==> src/rtl/hba_master_xfer_if.sv <==
// Signal bundle for one HBA bus master: local command/response handshake plus the
// arbiter and bus lines. The master modport is the engine's view; slave is the environment's.
interface hba_master_xfer_if #(
  parameter int DBUS_WIDTH = 8,
  parameter int ADDR_WIDTH = 12
);
  logic                  cmd_valid;
  logic                  cmd_ready;
  logic                  cmd_rnw;
  logic [ADDR_WIDTH-1:0] cmd_addr;
  logic [DBUS_WIDTH-1:0] cmd_wdata;
  logic                  rsp_valid;
  logic [DBUS_WIDTH-1:0] rsp_rdata;
  logic                  rsp_err;
  logic                  hba_mrequest;
  logic                  hba_mgrant;
  logic                  hba_select;
  logic                  hba_rnw;
  logic [ADDR_WIDTH-1:0] hba_abus;
  logic [DBUS_WIDTH-1:0] hba_dbus;
  logic                  hba_xferack;
  logic [DBUS_WIDTH-1:0] hba_dbus_slave;

  modport master (
    input  cmd_valid, cmd_rnw, cmd_addr, cmd_wdata,
    input  hba_mgrant, hba_xferack, hba_dbus_slave,
    output cmd_ready, rsp_valid, rsp_rdata, rsp_err,
    output hba_mrequest, hba_select, hba_rnw, hba_abus, hba_dbus
  );

  modport slave (
    output cmd_valid, cmd_rnw, cmd_addr, cmd_wdata,
    output hba_mgrant, hba_xferack, hba_dbus_slave,
    input  cmd_ready, rsp_valid, rsp_rdata, rsp_err,
    input  hba_mrequest, hba_select, hba_rnw, hba_abus, hba_dbus
  );
endinterface

==> src/rtl/hba_master_xfer.sv <==
// HBA bus master transfer engine: one command at a time, arbitrate, drive the bus,
// wait for the ORed slave ack (or time out) and return a one-cycle response.
module hba_master_xfer #(
  parameter int DBUS_WIDTH = 8,
  parameter int ADDR_WIDTH = 12,
  parameter int TIMEOUT    = 15
) (
  input logic               hba_clk,
  input logic               hba_reset,
  hba_master_xfer_if.master bus
);

  localparam int                   CNT_WIDTH = $clog2(TIMEOUT + 1);
  localparam logic [CNT_WIDTH-1:0] CNT_LAST  = CNT_WIDTH'(TIMEOUT - 1);
  localparam logic [CNT_WIDTH-1:0] CNT_MAX   = CNT_WIDTH'(TIMEOUT);

  typedef enum logic [1:0] {
    IDLE = 2'd0,
    REQ  = 2'd1,
    XFER = 2'd2,
    DONE = 2'd3
  } state_t;

  state_t                state_reg, state_next;
  logic                  cmd_ready_reg, cmd_ready_next;
  logic                  mrequest_reg, mrequest_next;
  logic                  select_reg, select_next;
  logic                  rnw_reg, rnw_next;
  logic [ADDR_WIDTH-1:0] abus_reg, abus_next;
  logic [DBUS_WIDTH-1:0] dbus_reg, dbus_next;
  logic                  rsp_valid_reg, rsp_valid_next;
  logic [DBUS_WIDTH-1:0] rsp_rdata_reg, rsp_rdata_next;
  logic                  rsp_err_reg, rsp_err_next;
  logic                  req_rnw_reg, req_rnw_next;
  logic [ADDR_WIDTH-1:0] req_addr_reg, req_addr_next;
  logic [DBUS_WIDTH-1:0] req_wdata_reg, req_wdata_next;
  logic [CNT_WIDTH-1:0]  tcnt_reg, tcnt_next;

  always_ff @(posedge hba_clk) begin
    if (hba_reset) begin
      state_reg     <= IDLE;
      cmd_ready_reg <= 1'b1;
      mrequest_reg  <= 1'b0;
      select_reg    <= 1'b0;
      rnw_reg       <= 1'b0;
      abus_reg      <= '0;
      dbus_reg      <= '0;
      rsp_valid_reg <= 1'b0;
      rsp_rdata_reg <= '0;
      rsp_err_reg   <= 1'b0;
      req_rnw_reg   <= 1'b0;
      req_addr_reg  <= '0;
      req_wdata_reg <= '0;
      tcnt_reg      <= '0;
    end else begin
      state_reg     <= state_next;
      cmd_ready_reg <= cmd_ready_next;
      mrequest_reg  <= mrequest_next;
      select_reg    <= select_next;
      rnw_reg       <= rnw_next;
      abus_reg      <= abus_next;
      dbus_reg      <= dbus_next;
      rsp_valid_reg <= rsp_valid_next;
      rsp_rdata_reg <= rsp_rdata_next;
      rsp_err_reg   <= rsp_err_next;
      req_rnw_reg   <= req_rnw_next;
      req_addr_reg  <= req_addr_next;
      req_wdata_reg <= req_wdata_next;
      tcnt_reg      <= tcnt_next;
    end
  end

  always_comb begin
    state_next     = state_reg;
    cmd_ready_next = cmd_ready_reg;
    mrequest_next  = mrequest_reg;
    select_next    = select_reg;
    rnw_next       = rnw_reg;
    abus_next      = abus_reg;
    dbus_next      = dbus_reg;
    rsp_valid_next = rsp_valid_reg;
    rsp_rdata_next = rsp_rdata_reg;
    rsp_err_next   = rsp_err_reg;
    req_rnw_next   = req_rnw_reg;
    req_addr_next  = req_addr_reg;
    req_wdata_next = req_wdata_reg;
    tcnt_next      = tcnt_reg;

    case (state_reg)
      IDLE: begin
        if (bus.cmd_valid && cmd_ready_reg) begin
          req_rnw_next   = bus.cmd_rnw;
          req_addr_next  = bus.cmd_addr;
          req_wdata_next = bus.cmd_wdata;
          cmd_ready_next = 1'b0;
          mrequest_next  = 1'b1;
          state_next     = REQ;
        end
      end

      REQ: begin
        // Reads keep the write-data lines at zero so the bus stays clean.
        if (bus.hba_mgrant) begin
          select_next = 1'b1;
          abus_next   = req_addr_reg;
          rnw_next    = req_rnw_reg;
          dbus_next   = req_rnw_reg ? '0 : req_wdata_reg;
          tcnt_next   = '0;
          state_next  = XFER;
        end
      end

      XFER: begin
        // tcnt_reg holds the number of XFER cycles already completed; an ack on
        // the final cycle takes priority over the timeout.
        if (bus.hba_xferack || (tcnt_reg == CNT_LAST)) begin
          select_next    = 1'b0;
          rnw_next       = 1'b0;
          abus_next      = '0;
          dbus_next      = '0;
          mrequest_next  = 1'b0;
          rsp_valid_next = 1'b1;
          rsp_err_next   = !bus.hba_xferack;
          rsp_rdata_next = (bus.hba_xferack && req_rnw_reg) ? bus.hba_dbus_slave : '0;
          state_next     = DONE;
        end else if (tcnt_reg != CNT_MAX) begin
          tcnt_next = tcnt_reg + 1'b1;
        end
      end

      DONE: begin
        rsp_valid_next = 1'b0;
        rsp_rdata_next = '0;
        rsp_err_next   = 1'b0;
        cmd_ready_next = 1'b1;
        state_next     = IDLE;
      end

      default: begin
        state_next = IDLE;
      end
    endcase
  end

  assign bus.cmd_ready    = cmd_ready_reg;
  assign bus.rsp_valid    = rsp_valid_reg;
  assign bus.rsp_rdata    = rsp_rdata_reg;
  assign bus.rsp_err      = rsp_err_reg;
  assign bus.hba_mrequest = mrequest_reg;
  assign bus.hba_select   = select_reg;
  assign bus.hba_rnw      = rnw_reg;
  assign bus.hba_abus     = abus_reg;
  assign bus.hba_dbus     = dbus_reg;

endmodule

==> src/flat_wrapper.sv <==
// flat-port wrapper written by rule: the top's interface ports become plain ports
module hba_master_xfer_flat 
#(
  parameter int DBUS_WIDTH = 8,
  parameter int ADDR_WIDTH = 12,
  parameter int TIMEOUT    = 15
)
  (hba_clk, hba_reset, bus_cmd_valid, bus_cmd_rnw, bus_cmd_addr, bus_cmd_wdata, bus_hba_mgrant, bus_hba_xferack, bus_hba_dbus_slave, bus_cmd_ready, bus_rsp_valid, bus_rsp_rdata, bus_rsp_err, bus_hba_mrequest, bus_hba_select, bus_hba_rnw, bus_hba_abus, bus_hba_dbus);
  hba_master_xfer_if #(.DBUS_WIDTH(DBUS_WIDTH), .ADDR_WIDTH(ADDR_WIDTH)) bus_i ();
  input logic hba_clk;
  input logic hba_reset;
  input wire logic [$bits(bus_i.cmd_valid)-1:0] bus_cmd_valid;
  input wire logic [$bits(bus_i.cmd_rnw)-1:0] bus_cmd_rnw;
  input wire logic [$bits(bus_i.cmd_addr)-1:0] bus_cmd_addr;
  input wire logic [$bits(bus_i.cmd_wdata)-1:0] bus_cmd_wdata;
  input wire logic [$bits(bus_i.hba_mgrant)-1:0] bus_hba_mgrant;
  input wire logic [$bits(bus_i.hba_xferack)-1:0] bus_hba_xferack;
  input wire logic [$bits(bus_i.hba_dbus_slave)-1:0] bus_hba_dbus_slave;
  output wire logic [$bits(bus_i.cmd_ready)-1:0] bus_cmd_ready;
  output wire logic [$bits(bus_i.rsp_valid)-1:0] bus_rsp_valid;
  output wire logic [$bits(bus_i.rsp_rdata)-1:0] bus_rsp_rdata;
  output wire logic [$bits(bus_i.rsp_err)-1:0] bus_rsp_err;
  output wire logic [$bits(bus_i.hba_mrequest)-1:0] bus_hba_mrequest;
  output wire logic [$bits(bus_i.hba_select)-1:0] bus_hba_select;
  output wire logic [$bits(bus_i.hba_rnw)-1:0] bus_hba_rnw;
  output wire logic [$bits(bus_i.hba_abus)-1:0] bus_hba_abus;
  output wire logic [$bits(bus_i.hba_dbus)-1:0] bus_hba_dbus;
  assign bus_i.cmd_valid = bus_cmd_valid;
  assign bus_i.cmd_rnw = bus_cmd_rnw;
  assign bus_i.cmd_addr = bus_cmd_addr;
  assign bus_i.cmd_wdata = bus_cmd_wdata;
  assign bus_i.hba_mgrant = bus_hba_mgrant;
  assign bus_i.hba_xferack = bus_hba_xferack;
  assign bus_i.hba_dbus_slave = bus_hba_dbus_slave;
  assign bus_cmd_ready = bus_i.cmd_ready;
  assign bus_rsp_valid = bus_i.rsp_valid;
  assign bus_rsp_rdata = bus_i.rsp_rdata;
  assign bus_rsp_err = bus_i.rsp_err;
  assign bus_hba_mrequest = bus_i.hba_mrequest;
  assign bus_hba_select = bus_i.hba_select;
  assign bus_hba_rnw = bus_i.hba_rnw;
  assign bus_hba_abus = bus_i.hba_abus;
  assign bus_hba_dbus = bus_i.hba_dbus;
  hba_master_xfer #(.DBUS_WIDTH(DBUS_WIDTH), .ADDR_WIDTH(ADDR_WIDTH), .TIMEOUT(TIMEOUT)) u_core (.hba_clk(hba_clk), .hba_reset(hba_reset), .bus(bus_i));
endmodule
==> config.mk <==
export PLATFORM = sky130hd
export DESIGN_NAME = hba_master_xfer_flat
export DESIGN_NICKNAME = d
export VERILOG_FILES = /design/src/rtl/hba_master_xfer_if.sv /design/src/rtl/hba_master_xfer.sv /design/src/flat_wrapper.sv
export SDC_FILE = /design/constraint.sdc
export NUM_CORES = 1
export LEC_CHECK = 0
export ABC_AREA = 0
export BUFFER_PORTS_ARGS = -buffer_cell sky130_fd_sc_hd__buf_4
export CORE_MARGIN = 1.5
export CORE_UTILIZATION = 50
export DETAILED_ROUTE_END_ITERATION = 7
export GPL_TIMING_DRIVEN = 0
export PLACE_DENSITY = 0.77
export SYNTH_ARGS = -nofsm -noshare
export SYNTH_HDL_FRONTEND = slang
export SYNTH_SLANG_ARGS = --single-unit
==> constraint.sdc <==
create_clock -name hba_clk -period 4.8 [get_ports hba_clk]
set_clock_uncertainty 0.1 [all_clocks]
set_input_delay 0.72 -clock hba_clk [delete_from_list [all_inputs] [get_ports hba_clk]]
set_output_delay 0.72 -clock hba_clk [all_outputs]
set_load 0.005 [all_outputs]
==> results_dict.tcl, run 1 <==
set metrics [dict create \
    run_status "finished, final reports clean" \
    endpoint_kind "register" \
    p_leak_nw 1.32 \
    ys_warn_count 0 \
    power.total_w 0.00156 \
    synth_cells 237 \
    rsz0062_at_grt "false" \
    fmax_mhz 564 \
    cp_slowest_cell "dfxtp_1" \
    cts_setup_buffers 0 \
    hpwl_mm 4.00 \
    wire_per_inst_microns 15.1 \
    synth_area_sq_mm 0.00242 \
    ys_seq_area_frac 0.505 \
    fillers 390 \
    layout_commonest_cell "buf_4" \
    grt_pass1_vias 2020 \
    fin_cells 373 \
    synth_edf_count 0 \
    final_cell_mix "buf_4 (67), dfxtp_1 (61), nand2_1 (50), a32o_1 (30), a21oi_1 (22)" \
    setup_viol 0 \
    clockPowerShare 0.316 \
    antenna_found_initial 0 \
    cellPowerDensity_mw_per_mm2 486 \
    gp_congestion 0.809 \
    core-area_sq_mm 0.00469 \
    numPortBuffers 67 \
    synth_top_flop_cell "dfxtp_1" \
    drv_cap 0 \
    setup_tns_ns 0 \
    cp_max_fo 10 \
    dieArea_sq_mm 0.00526 \
    n_antenna_cell 0 \
    die_h_microns 72.6 \
    sw_frac_of_total 0.317 \
    ctsResizeCount 0 \
    synthToLayoutAreaGrowth_pct 32.4 \
    relSlewSlack 0.631 \
    gr-total-overflow 0 \
    path_class "reg2reg" \
    h-tree-depth 3 \
    totalWireLength_mm 5.62 \
    cp-start-kind "register" \
    grtUsageTotal 0.227 \
    synth.distinct_cells 43 \
    ant_nets 0 \
    ys_seq_elements 61 \
    clock_sinks 61 \
    start_util 0.515 \
    die_x_microns 72.6 \
    worst-path-buf-inv 3 \
    finalCritPeriodShare 0.369 \
    p_int_w 0.00106 \
    cp_data_required_time_ns 4.98 \
    via_count 2101 \
    finalHoldViolations 0 \
    tightest_slew_ns 0.554 \
    syn_nets 278 \
    setup_ws_ns 3.03 \
    first_iter_violations 113 \
    switchingPower_w 0.000494 \
    slew_violations 0 \
    p_comb_frac 0.293 \
    crit_arrival_ns 1.95 \
    design_area_sq_mm 0.00320 \
    path_cells "inv_1 > ha_1 > buf_6 > and4bb_4 > buf_2 > a32o_1" \
    regArea_sq_mm 0.00122 \
    multi_input_area_sq_mm 0.00107 \
    grt_max_degree 11 \
    place_ws_ns 2.90 \
    via_per_inst 5.63 \
    rrSetupSlack_ns 3.03 \
    dr.pass1.iters 4 \
    rows 25 \
    ir_drop_v 0.000333 \
    io_pins 68 \
    synthArstFlopShare 0 \
    grt_pass1_wl_mm 9.16 \
    clk_pin_slew_ns 0.07 \
    cts_root_buffer "clkbuf_8" \
    dp_cells 358 \
    synth.avg_cell_area_sq_um 10.2 \
    seqPwrFrac 0.391 \
    cts_made_buffers 9 \
    cts_tree "yes" \
    hold_buffers 0 \
    worstHoldPathType "reg2reg" \
    crit_family "buffers and inverters" \
    placed_area_sq_mm 0.00299 \
    layout-drive-gt1-share 0.310 \
    fin_crit_ns 1.77 \
    cts_buffer_depth 2 \
    clk_latency_ns 0.33 \
    final_nets 356 \
    critPathMaxStageDelay_ns 0.38 \
    drc 0 \
]
-- worst min-delay path: stages, from the launching register on --
cell	delay [ns]
dfxtp_1	0.31
nand2_1	0.05
a21oi_1	0.05
-- per-stage QoR --
stage | util | hold WS, ns
2_1_floorplan | - | 0.336
5_1_grt | 0.683 | 0.381
6_report | 0.683 | 0.358
3_5_place_dp | 0.637 | 0.350
3_3_place_gp | 0.637 | 0.344
4_1_cts | 0.683 | 0.359
-- layout make-up --
class | instances | area share
Sequential cell | 61 | 0.381
Multi-Input combinational cell | 153 | 0.335
Timing Repair Buffer | 67 | 0.157
Clock buffer | 11 | 0.0441
Buffer | 17 | 0.0309
Clock inverter | 4 | 0.0227
Tap cell | 54 | 0.0211
Inverter | 6 | 0.00781
-- cell usage after synthesis, types with 2 or more instances --
library cell  instances  share of area
a21oi_1              22          0.046
o211a_1               2         0.0083
inv_1                 4         0.0062
a31oi_1               5          0.013
o21a_1                2         0.0062
ha_1                  7          0.036
a32o_1               30           0.12
buf_1                 3         0.0047
dfxtp_1              61           0.50
a31o_1                3          0.011
nand2_1              50          0.078
nor2_1                2         0.0031
buf_2                 4         0.0083
buf_6                 4          0.019
clkbuf_1              6         0.0093
nor2b_1               3         0.0078
nand4_1               2         0.0052
and3_1                2         0.0052
-- layer usage --
metal	vias up	global-route usage	routed length, microns
li1	1038	-	-
met1	986	0.299	2560
met2	66	0.361	2670
met3	11	0.0444	294
met4	0	0.107	95
met5	-	0	0
-- logic make-up (layout without fill, tap and decap cells) --
| logic type | after synthesis | count (layout) | share of synthesized area |
|---|---|---|---|
| adder cells (fa/ha/maj) | 7 | 7 | 0.0362 |
| AO/OA/AOI/OAI | 77 | 77 | 0.259 |
| buffers and inverters | 23 | 105 | 0.0512 |
| multiplexers | 3 | 3 | 0.0181 |
| AND/OR/NAND/NOR | 66 | 66 | 0.131 |
| flip-flops | 61 | 61 | 0.505 |
-- power by group through the flow --
stage,combinational (W),sequential [W],clock (W)
floorplan,0.000323,0.000611,0
global placement,0.000448,0.000615,0
detailed placement,0.000456,0.000618,0
CTS,0.000457,0.000608,0.000498
global route,0.000513,0.000616,0.000521
finish,0.000456,0.000608,0.000492
-- path summary, 6_finish.rpt --
check,end,from,cells after the start
setup / recovery,u_core.bus.hba_abus[5],u_core.state_reg[0],6
hold / removal,u_core.req_addr_reg[4],u_core.req_addr_reg[4],2
setup reg to reg,u_core.bus.hba_abus[5],u_core.state_reg[0],6
hold reg to reg,u_core.req_addr_reg[4],u_core.req_addr_reg[4],2
No activity file was read; power rests on OpenSTA's default activity.
==> run 2, diff against run 1 <==
==> constraint.sdc (replaced) <==
create_clock -name hba_clk -period 1.7 [get_ports hba_clk]
set_clock_uncertainty 0.1 [all_clocks]
set_input_delay 0.255 -clock hba_clk [delete_from_list [all_inputs] [get_ports hba_clk]]
set_output_delay 0.255 -clock hba_clk [all_outputs]
set_load 0.005 [all_outputs]
==> results_dict.tcl, run 2 (synthesis results as in run 1) <==
set metrics [dict create \
    clock_sinks 61 \
    highest_layer "met4" \
    cellPowerDensity_mw_per_mm2 1380 \
    seqPwrFrac 0.378 \
    cp_data_required_time_ns 1.87 \
    n_antenna_cell 0 \
    first_iter_violations 138 \
    cp-start-kind "register" \
    layout-drive-gt1-share 0.355 \
    tightest_slew_ns 0.548 \
    grt_pass1_vias 2040 \
    multi_input_area_sq_mm 0.00109 \
    die_x_microns 72.6 \
    holdWs_ns 0.0262 \
    slew_violations 0 \
    totalWireLength_mm 5.85 \
    rows 25 \
    cts_tree "yes" \
    start_util 0.515 \
    hpwl_mm 4.00 \
    dieArea_sq_mm 0.00526 \
    cts_made_buffers 9 \
    ir_drop_v 0.000990 \
    via_per_inst 5.65 \
    finalCritPeriodShare 0.964 \
    drc 0 \
    rsz0062_at_grt "false" \
    grt_max_degree 11 \
    cts_root_buffer "clkbuf_8" \
    path_class "reg2reg" \
    p_leak_nw 1.36 \
    fin_crit_ns 1.64 \
    sw_frac_of_total 0.317 \
    setup_viol 0 \
    h-tree-depth 3 \
    endpoint_kind "register" \
    p_int_w 0.00311 \
    final_cell_mix "buf_4 (73), dfxtp_1 (58), nand2_1 (50), a32o_1 (30), a21oi_1 (22)" \
    crit_arrival_ns 1.81 \
    dr_wl_met3_microns 363 \
    worst-path-buf-inv 2 \
    setup_tns_ns 0 \
    drv_cap 0 \
    run_status "finished, final reports clean" \
    place_ws_ns -0.0622 \
    switchingPower_w 0.00144 \
    design_area_sq_mm 0.00329 \
    grtUsageTotal 0.232 \
    die_h_microns 72.6 \
    ant_nets 0 \
    via_count 2137 \
    core-area_sq_mm 0.00469 \
    cp_slowest_cell "dfxtp_4" \
    route.met2.wl_mm 2.76 \
    cp_max_fo 5 \
    p_comb_frac 0.316 \
    gr-total-overflow 0 \
    cts_buffer_depth 2 \
    relSlewSlack 0.635 \
    synthToLayoutAreaGrowth_pct 36.1 \
    clockPowerShare 0.306 \
    regArea_sq_mm 0.00123 \
    setup_ws_ns 0.0613 \
    final_nets 361 \
    clk_pin_slew_ns 0.06 \
    grt_pass1_wl_mm 9.32 \
    power.total_w 0.00455 \
    antenna_found_initial 0 \
    gp_congestion 0.809 \
    rrSetupSlack_ns 0.06 \
    placed_area_sq_mm 0.00299 \
    io_pins 68 \
    finalHoldViolations 0 \
    routedLengthMet1_mm 2.62 \
    layout_commonest_cell "buf_4" \
    crit_family "compound AO/OA/AOI/OAI gates" \
    numPortBuffers 67 \
    fmax_mhz 610 \
    worstHoldPathType "in2reg" \
    hold_buffers 0 \
    path_cells "inv_1 > ha_4 > a31o_4 > o21ai_4 > buf_6 > a32o_1" \
    clk_latency_ns 0.34 \
    dr.pass1.iters 5 \
    fillers 385 \
    critPathMaxStageDelay_ns 0.36 \
    wire_per_inst_microns 15.5 \
]
run 2: cell types whose count changed in the layout (fill, tap and decap cells not counted), moves of 3 or more:
cell	change
buf_4	+6
clkbuf_1	-4
clkbuf_4	+3
dfxtp_1	-3
ha_1	-3
run 2: through the flow:
step	utilization	instances
after floorplan	-	237
after global placement	0.637	358
after detailed placement	0.637	358
after CTS	0.691	377
after global routing	0.702	378
final	0.702	378
run 2: final cells by class:
type	count	area share
plain buffers	15	0.0315
clock buffers	11	0.0429
clock inverters	4	0.0220
inverters	6	0.00760
multi-input cells	153	0.331
flip-flops and latches	61	0.373
well taps	54	0.0205
repair buffers	74	0.171
run 2: worst paths after layout:
path                           startpoint                      end  cells after the start
hold reg to reg   u_core.req_wdata_reg[3]  u_core.req_wdata_reg[3]                      2
hold / removal      bus_hba_dbus_slave[5]  u_core.bus.rsp_rdata[5]                      2
setup reg to reg       u_core.tcnt_reg[0]       u_core.bus.hba_rnw                      6
setup / recovery       u_core.tcnt_reg[0]       u_core.bus.hba_rnw                      6
run 2: timing repair:
item	in CTS	in global routing
pin swaps	2	4
setup buffers	3	2
gates resized for setup	7	14
setup endpoints to repair	48	54
cloned	1	1
run 2: power groups by stage:
stage | registers [W] | clock network [W] | logic (W)
floorplan | 0.00173 | 0 | 0.000912
global placement | 0.00174 | 0 | 0.00127
detailed placement | 0.00175 | 0 | 0.00129
CTS | 0.00172 | 0.00141 | 0.00138
global route | 0.00174 | 0.00147 | 0.00159
finish | 0.00172 | 0.00139 | 0.00144
run 2: per-layer routing:
layer / up-vias / GRT usage
met5: - / 0
met2: 80 / 0.363
met4: 0 / 0.107
met3: 10 / 0.0444
met1: 1002 / 0.310
li1: 1045 / -
==> run 3, diff against run 2 <==
--- a/config.mk
+++ b/config.mk
@@ -8,10 +8,10 @@
 export ABC_AREA = 0
 export BUFFER_PORTS_ARGS = -buffer_cell sky130_fd_sc_hd__buf_4
 export CORE_MARGIN = 1.5
-export CORE_UTILIZATION = 50
+export CORE_UTILIZATION = 39
 export DETAILED_ROUTE_END_ITERATION = 7
 export GPL_TIMING_DRIVEN = 0
-export PLACE_DENSITY = 0.77
+export RECOVER_POWER = 25
 export SYNTH_ARGS = -nofsm -noshare
 export SYNTH_HDL_FRONTEND = slang
 export SYNTH_SLANG_ARGS = --single-unit
==> results_dict.tcl, run 3 (synthesis results as in run 1) <==
set metrics [dict create \
    run_status "finished, final reports clean" \
    n_antenna_cell 0 \
    layout-drive-gt1-share 0.355 \
    start_util 0.406 \
    cp_data_required_time_ns 1.88 \
    switchingPower_w 0.00145 \
    endpoint_kind "register" \
    synthToLayoutAreaGrowth_pct 35.0 \
    final_nets 362 \
    grt_max_degree 11 \
    hold_buffers 0 \
    dieArea_sq_mm 0.00668 \
    clockPowerShare 0.261 \
    gp_congestion 0.798 \
    route.met2.wl_mm 2.72 \
    regArea_sq_mm 0.00123 \
    slew_violations 0 \
    cp-start-kind "register" \
    rsz0062_at_grt "false" \
    crit_arrival_ns 1.84 \
    clk_pin_slew_ns 0.06 \
    antenna_found_initial 0 \
    gr-total-overflow 0 \
    min_path_cells 2 \
    dp_cells 379 \
    drc 0 \
    multi_input_area_sq_mm 0.00109 \
    dr_wl_met3_microns 361 \
    first_iter_violations 122 \
    drv_cap 0 \
    die_x_microns 81.8 \
    wire_per_inst_microns 15.5 \
    io_pins 68 \
    layout_commonest_cell "dfxtp_1" \
    cts_buffer_depth 2 \
    via_per_inst 5.30 \
    cts_made_buffers 9 \
    p_leak_nw 1.34 \
    die_h_microns 81.8 \
    cts_root_buffer "clkbuf_8" \
    power.total_w 0.00428 \
    grtUsageTotal 0.195 \
    routedLengthMet1_mm 3.00 \
    fin_crit_ns 1.66 \
    setup_viol 0 \
    fmax_mhz 604 \
    rows 28 \
    cts_tree "yes" \
    highest_layer "met4" \
    ant_nets 0 \
    finalHoldViolations 0 \
    numPortBuffers 67 \
    tightest_slew_ns 0.576 \
    grt_pass1_vias 1923 \
    hpwl_mm 4.19 \
    clock_sinks 61 \
    fillers 577 \
    sw_frac_of_total 0.338 \
    h-tree-depth 3 \
    totalWireLength_mm 6.20 \
    p_int_w 0.00283 \
    seqPwrFrac 0.405 \
    dr.pass1.iters 4 \
    cellPowerDensity_mw_per_mm2 1310 \
    holdWs_ns 0.0198 \
    worstHoldPathType "in2reg" \
    grt_pass1_wl_mm 9.57 \
    cp_max_fo 6 \
    clk_latency_ns 0.34 \
    core-area_sq_mm 0.00596 \
    final_cell_mix "dfxtp_1 (58), buf_4 (50), nand2_1 (50), a32o_1 (30), clkbuf_4 (23)" \
    relSlewSlack 0.616 \
    r2r_cells 6 \
    p_comb_frac 0.334 \
    ir_drop_v 0.000655 \
    fin_cells 399 \
    finalCritPeriodShare 0.975 \
    path_class "reg2reg" \
    via_count 2115 \
]
==> run 3: layer usage <==
metal / vias to the layer above / track usage
met1: 996 / 0.260
li1: 1054 / -
met4: 0 / 0.0932
met3: 9 / 0.0622
met2: 56 / 0.282
met5: - / 0
==> run 3: final cells by class <==
cell class | instances | area share
multi-input cells | 153 | 0.333
clock buffers | 12 | 0.0475
repair buffers | 75 | 0.174
clock inverters | 2 | 0.00307
inverters | 6 | 0.00767
plain buffers | 15 | 0.0295
well taps | 75 | 0.0287
flip-flops and latches | 61 | 0.376
==> run 3: power groups by stage <==
| stage | Combinational [W] | Sequential [W] | Clock (W) |
|---|---|---|---|
| floorplan | 0.000912 | 0.00173 | 0 |
| global placement | 0.00128 | 0.00175 | 0 |
| detailed placement | 0.00129 | 0.00175 | 0 |
| CTS | 0.00138 | 0.00172 | 0.00115 |
| global route | 0.00156 | 0.00176 | 0.00121 |
| finish | 0.00143 | 0.00173 | 0.00112 |
==> run 3: timing repair <==
| item | 4_1_cts | 5_1_grt |
|---|---|---|
| setup buffers | 0 | 5 |
| pin swaps | 2 | 5 |
| endpoints found under the setup margin | 41 | 47 |
| gates cloned | 2 | 1 |
| gates resized for setup | 9 | 8 |
==> run 3: metrics by stage <==
step	instance area, sq um	worst slack [ns]	util	TNS (ns)
final	3260	0.0433	0.548	0
after global routing	3260	0.00315	0.548	0
after CTS	3210	0.00566	0.539	0
after detailed placement	3020	-0.0597	0.506	-0.845
after global placement	3020	-0.0298	0.506	-0.519
after floorplan	2420	0.0954	-	0
==> run 3: worst max-delay path, stage by stage (launching register included) <==
cell and delay, ns:
dfxtp_2 0.37, inv_2 0.06, ha_4 0.17, a31o_4 0.28, o21ai_4 0.27, buf_6 0.18, a32o_1 0.17
==> run 3: final timing paths <==
kind / startpoint / end / slack, ns
worst min-delay path: bus_hba_dbus_slave[3] / u_core.bus.rsp_rdata[3] / 0.02
worst max register to register: u_core.tcnt_reg[0] / u_core.bus.hba_abus[0] / 0.04
worst min register to register: u_core.req_addr_reg[5] / u_core.req_addr_reg[5] / 0.36
worst max-delay path: u_core.tcnt_reg[0] / u_core.bus.hba_abus[0] / 0.04
